[src/rtl/vector_checker_vec_mem.sv]
// Expected-vector register file: one synchronous write port, one combinational
// read port, deliberately not reset so contents survive a checker reset.
module vec_mem #(
  parameter int unsigned DEPTH = 6,
  parameter int unsigned W     = 2,
  parameter int unsigned AW    = 3
) (
  input  logic          clk,
  input  logic          we_i,
  input  logic [AW-1:0] waddr_i,
  input  logic [W-1:0]  wdata_i,
  input  logic [AW-1:0] raddr_i,
  output logic [W-1:0]  rdata_o
);

  logic [W-1:0] mem_q [DEPTH];

  // Write port; out-of-range addresses are dropped.
  always_ff @(posedge clk) begin
    if (we_i && (32'(waddr_i) < DEPTH)) begin
      mem_q[waddr_i] <= wdata_i;
    end
  end

  // Read port; out-of-range reads return zero.
  always_comb begin
    rdata_o = '0;
    if (32'(raddr_i) < DEPTH) begin
      rdata_o = mem_q[raddr_i];
    end
  end

endmodule

[config.mk]
export PLATFORM = sky130hd
export DESIGN_NAME = vec_mem
export DESIGN_NICKNAME = d
export VERILOG_FILES = /design/src/rtl/vector_checker_vec_mem.sv
export SDC_FILE = /design/constraint.sdc
export NUM_CORES = 1
export LEC_CHECK = 0
export CELL_PAD_IN_SITES_DETAIL_PLACEMENT = 1
export CELL_PAD_IN_SITES_GLOBAL_PLACEMENT = 1
export CORE_MARGIN = 3
export CORE_UTILIZATION = 37
export CTS_CLUSTER_SIZE = 8
export DETAILED_ROUTE_END_ITERATION = 7
export PLACE_DENSITY = 0.83
export SYNTH_ARGS = -nofsm -noshare
export SYNTH_HDL_FRONTEND = slang
export SYNTH_SLANG_ARGS = --single-unit
[constraint.sdc]
create_clock -name clk -period 1.4 [get_ports clk]
set_clock_uncertainty 0.15 [all_clocks]
set_input_delay 0.21 -clock clk [delete_from_list [all_inputs] [get_ports clk]]
set_output_delay 0.21 -clock clk [all_outputs]
set_load 0.005 [all_outputs]
==> results of run 1 <==
[metrics by stage]
| step | area (um^2) | hold WS [ns] | setup TNS, ns | util |
|---|---|---|---|---|
| global route | 692 | 0.519 | -0.749 | 0.519 |
| CTS | 687 | 0.496 | -0.601 | 0.515 |
| detailed placement | 668 | 0.777 | -3.68 | 0.501 |
| floorplan | 536 | 0.159 | 0 | - |
| finish | 692 | 0.488 | -0.559 | 0.519 |
| global placement | 668 | 0.761 | -2.93 | 0.501 |
[report_power, final]
group	total, mW	leakage [nW]	internal, mW	switching (mW)
clock network	0.204	0.0154	0.103	0.101
logic	0.0786	0.130	0.0434	0.0353
registers	0.410	0.109	0.407	0.00280
[logic make-up after synthesis]
kind of cell           after synthesis
DFF                                 12
and+or+nand+nor                     17
buffers and inverters                1
muxes                                6
[placed cells by master, fill, tap and decap left out, types with 2 or more instances in the layout]
master and count:
buf_2 2, buf_4 2, clkbuf_4 3, clkdlybuf4s50_1 6, dlygate4sd2_1 2, edfxtp_1 12
mux2i_1 6, nand2b_1 2, nor2_1 2, nor3_1 3, nor3b_1 4, or3_1 2
[repair_timing]
item / CTS / global route
pin swaps: 4 / 2
resized for setup: 13 / 1
setup endpoints to repair: 4 / 4
setup buffers: 0 / 0
[worst max-delay path: cells and delay by family (launching register included)]
| kind | cells | cell delay, ns |
|---|---|---|
| flops | 1 | 0.37 |
| mux | 1 | 0.16 |
| simple gates | 2 | 0.39 |
| buf+inv | 1 | 0.13 |
[worst max-delay path by stage]
stage / from / end / slack (ns) / cells past startpoint
final: mem_q[4][0]$_DFFE_PP_ / rdata_o[0] / -0.28 / 4
after global routing: mem_q[3][0]$_DFFE_PP_ / rdata_o[0] / -0.39 / 4
after CTS: mem_q[4][0]$_DFFE_PP_ / rdata_o[0] / -0.31 / 4
after detailed placement: raddr_i[2] / rdata_o[0] / -0.92 / 5
after global placement: raddr_i[2] / rdata_o[0] / -0.83 / 5
after floorplan: mem_q[3][0]$_DFFE_PP_ / rdata_o[0] / 0.15 / 3
[per-layer routing]
layer	track usage	part of all wire	routed length, um	vias up
met4	0.0723	0.024	23	0
li1	-	-	-	174
met5	0	0	0	-
met2	0.218	0.54	525	15
met1	0.127	0.38	370	167
met3	0.0244	0.056	55	5
[cell type report]
cell class / instances / share of cell area
multi-input cells: 23 / 0.251
flip-flops and latches: 12 / 0.521
well taps: 15 / 0.0271
clock inverters: 1 / 0.00542
clock buffers: 3 / 0.0325
repair buffers: 13 / 0.163
==> impl_metrics.ini, run 1 <==
[place]
dp_hpwl_um = 774
dp.cells = 63
port_buffers = 11
gp_congestion = 0.870
place_ws_ns = -0.919

[synth]
synth.area.mux_share = 0.112
yosys-top-cells-area = edfxtp_1 67%, mux2i_1 11%, nor3b_1 7.0%, nor3_1 3.7%, nand2b_1 2.3%
synth_top_area_frac = 0.673
synth_simple_gate_area_frac = 0.194
synth_fp_nets = 46
synth_top_family_by_area = simple AND/OR/NAND/NOR gates
syn_area_per_cell_um2 = 14.9
synth_edf_count = 12
async_flop_share = 0
ys_seq_area_frac = 0.673
yosysTopAreaCell = edfxtp_1
synth_adder_area_share = 0
synth_cell_types = 10
syn_area_um2 = 536
synth-xor-area-share = 0
yosysMostFrequentCell = edfxtp_1
synth-compound-area-share = 0
syn_inst = 36
synth_common_cells = 12 x edfxtp_1, 6 x mux2i_1, 5 x nor3b_1
ys_warn_count = 0
ys_ff_latch = 12
synth_top_flop_cell = edfxtp_1

[layout]
reg_top3 = mem_q x12
largest_register_ffs = 12
diodes = 0
drive_gt1_frac = 0.173
syn_to_final_growth_pct = 29.2
fin_cells = 67
largest-register = mem_q
multi_input_area_um2 = 174
fillers = 143
regArea_um2 = 360
layout.nets = 63

[clocking]
cts_root_buffer = clkbuf_4
clk_pin_slew_ns = 0.07
cts_max_level = 1
clock-sinks = 12
cts_tree = yes
clockBufferDepth = 2
hold_buffers = 0
numCtsBuffers = 3

[worst_setup_path]
crit_path_max_incr_delay_ns = 0.37
cp-end-kind = output pin
criticalPathCategory = register to output pin
crit_slowest_cell = edfxtp_1
startpoint_type = register
required_ns = 1.04
worst-path-max-fanout = 1
path_cells = mux2i_1, nor3_1, or3_1, buf_2
worstPathArrival_ns = 1.32

[power]
ir_drop_mv = 0.525
p_total_mw = 0.693
p_leak_nw = 0.254
power_density_nw_per_um2 = 1000

[drt]
via_count = 361
drc = 0
drt_iter0_markers = 4
ant_nets = 0
viasPerCell = 5.39
first_pass_iters = 3
drt_wl_total_um = 975
wl_per_cell_um = 14.6

[hold_path]
hold_end = mem_q[4][0]$_DFFE_PP_
min_from = wdata_i[0]
hp-class = input port to register
min_path_cells = 1

[timing]
fmax_mhz = 594
drv_slew = 0
worstMarginPinSlew_ns = 0.304
hold_violations = 0
setup_violations = 2
finalCritPeriodShare = 1.20
setup_slack_ns = -0.283
max_slew_margin = 0.796
rsz0062_at_grt = yes
fin_crit_ns = 1.68

[grt]
overflow = 0
grt_pass1_vias = 404
grt_pass1_wl_mm = 1.70
grt_start_max_net_pins = 8
grt_antenna_before_repair = 0
gr-usage-all-layers = 0.121

[run_status]
status = finished with violations
violations = setup timing

[job]
cap_violations = 0

[floorplanning]
pin_count = 12
initial_core_util = 0.402
core_area_um2 = 1330
die_area_um2 = 1940
dieHeight_um = 44.0
fp.dieW_um = 44.0
fp-row-count = 13
No activity file was read; power rests on OpenSTA's default activity.
==> inputs of run 2 (changes only) <==
--- a/config.mk
+++ b/config.mk
@@ -8,10 +8,11 @@
 export CELL_PAD_IN_SITES_DETAIL_PLACEMENT = 1
 export CELL_PAD_IN_SITES_GLOBAL_PLACEMENT = 1
 export CORE_MARGIN = 3
-export CORE_UTILIZATION = 37
+export CORE_UTILIZATION = 40
 export CTS_CLUSTER_SIZE = 8
 export DETAILED_ROUTE_END_ITERATION = 7
-export PLACE_DENSITY = 0.83
+export DONT_BUFFER_PORTS = 1
+export PLACE_DENSITY = 0.74
 export SYNTH_ARGS = -nofsm -noshare
 export SYNTH_HDL_FRONTEND = slang
 export SYNTH_SLANG_ARGS = --single-unit
==> run 2 against run 1 <==
Utilization decreased by 2.3 points. Largest power group unchanged. Total power decreased by 6.6%. Combinational power decreased by 51%. Die area down 6.5%. Routed wire length shrank 13%. Clock-buffer cell count did not move. Critical path depth fell by 1. The run still ends with setup timing left. Hold slack worse by 0.47 ns. Sequential share of layout area grew 9.2 points. Global-route usage down 1.2 points. Cell area is 15% lower. Cell count fell by 18%.
==> impl_metrics.ini, run 2 (synthesis results as in run 1) <==
[timing]
rsz0062_at_grt = yes
drv_slew = 0
finalCritPeriodShare = 1.12
setup_slack_ns = -0.173
worstMarginPinSlew_ns = 0.349
max_slew_margin = 0.767
fin_crit_ns = 1.57
fmax_mhz = 636
hold_violations = 0
tns_ns = -0.328
setup_violations = 2

[layout]
syn_to_final_growth_pct = 9.81
largest_register_ffs = 12
diodes = 0
drive_gt1_frac = 0.0732
reg_top3 = mem_q x12
fin_util = 0.496
largest-register = mem_q
fin_cells = 55
layout.nets = 52
final_area_um2 = 588
final_common_cell = edfxtp_1
final_cell_mix = 12 x edfxtp_1, 6 x mux2i_1, 5 x nor3b_1

[floorplanning]
core_area_um2 = 1190
pin_count = 12
die_area_um2 = 1810
fp-row-count = 12
fp.dieW_um = 42.6
dieHeight_um = 42.6
initial_core_util = 0.451

[drt]
via_count = 303
wl_per_cell_um = 15.4
drt_iter0_markers = 5
drc = 0
viasPerCell = 5.51
first_pass_iters = 2
ant_nets = 0
drt_wl_total_um = 849

[job]
cap_violations = 0

[power]
clkPwrFrac = 0.307
internal-power_mw = 0.531
combPwrFrac = 0.060
switchingPower_mw = 0.117
power_frac_seq = 0.633
p_leak_nw = 0.203
ir_drop_mv = 0.601
power_density_nw_per_um2 = 1100
p_sw_frac = 0.180
p_total_mw = 0.648

[clocking]
clock-sinks = 12
cts_resized = 0
cts_root_buffer = clkbuf_4
numCtsBuffers = 3
cts_tree = yes
post_cts_buffers = 0
clk_pin_slew_ns = 0.07
cts_max_level = 1
clockBufferDepth = 2

[place]
dp_hpwl_um = 684
gp_congestion = 0.664
placed_area_um2 = 542
port_buffers = 0
dp.cells = 49

[worst_setup_path]
startpoint_type = register
critPathLaunch = mem_q[3][1]$_DFFE_PP_
crit_path_max_incr_delay_ns = 0.37
crit_slowest_cell = edfxtp_1
required_ns = 1.04
worst-path-max-fanout = 1
worstPathArrival_ns = 1.21
criticalPathCategory = register to output pin
cp-endpoint = rdata_o[1]
cp-end-kind = output pin
path_cells = mux2i_1, nor3b_1, or3_1

[grt]
grt_antenna_before_repair = 0
grt_pass1_wl_mm = 1.46
gr-usage-all-layers = 0.109
overflow = 0
grt_start_max_net_pins = 8
grt_pass1_vias = 330

[run_status]
status = finished with violations
violations = setup timing

[hold_path]
hp-class = input port to register
==> run 2: cell type report <==
| class | count | area (um^2) |
|---|---|---|
| Sequential cell | 12 | 360 |
| Multi-Input combinational cell | 23 | 164 |
| Timing Repair Buffer | 2 | 20.0 |
| Fill cell | 121 | 598 |
| Tap cell | 14 | 17.5 |
| Clock buffer | 3 | 22.5 |
| Clock inverter | 1 | 3.75 |
==> run 2: metal layers <==
| metal | GRT usage | up-vias | routed length (um) | share of wire |
|---|---|---|---|---|
| li1 | - | 150 | - | - |
| met1 | 0.106 | 140 | 316 | 0.37 |
| met2 | 0.198 | 13 | 444 | 0.52 |
| met3 | 0.0515 | 0 | 88 | 0.10 |
| met4 | 0.0373 | 0 | 0 | 0 |
| met5 | 0 | - | 0 | 0 |
==> run 2: power by group through the flow <==
stage	sequential [mW]	clock, mW	combinational (mW)
floorplan	0.417	0	0.0320
global placement	0.418	0	0.0295
detailed placement	0.418	0	0.0309
CTS	0.410	0.207	0.0396
global route	0.411	0.230	0.0433
finish	0.410	0.199	0.0387
==> run 2: repair_timing <==
action,4_1_cts,5_1_grt
pin swaps,2,0
setup endpoints to repair,2,2
endpoints found under the hold margin,12,0
hold buffers,2,0
==> run 2: critical path: cells and delay by family (launching register included) <==
kind          cells  cell delay, ns
mux               1            0.18
flops             1            0.37
simple gates      2            0.40
==> run 2: how the worst min path moves through the flow <==
stage / cells past startpoint / slack, ns / endpoint / from
6_report: 1 / 0.02 / mem_q[0][0]$_DFFE_PP_ / waddr_i[2]
5_1_grt: 1 / 0.0008 / mem_q[4][1]$_DFFE_PP_ / waddr_i[0]
4_1_cts: 1 / 0.02 / mem_q[4][1]$_DFFE_PP_ / waddr_i[0]
3_5_place_dp: 0 / 0.16 / mem_q[2][1]$_DFFE_PP_ / wdata_i[1]
3_3_place_gp: 0 / 0.16 / mem_q[1][0]$_DFFE_PP_ / wdata_i[0]
2_1_floorplan: 0 / 0.16 / mem_q[0][0]$_DFFE_PP_ / wdata_i[0]
==> run 2: metrics by stage <==
step,hold slack [ns],setup slack (ns)
finish,0.0212,-0.173
floorplan,0.159,0.154
CTS,0.0164,-0.202
global placement,0.159,0.112
global route,0.000765,-0.292
detailed placement,0.159,0.0246
==> inputs of run 3 (changes only) <==
--- a/config.mk
+++ b/config.mk
@@ -13,6 +13,7 @@
 export DETAILED_ROUTE_END_ITERATION = 7
 export DONT_BUFFER_PORTS = 1
 export PLACE_DENSITY = 0.74
+export SLEW_MARGIN = 20
 export SYNTH_ARGS = -nofsm -noshare
 export SYNTH_HDL_FRONTEND = slang
 export SYNTH_SLANG_ARGS = --single-unit
==> results of run 3 <==
The final DEF is identical to that of run 2; final timing and power are the same.
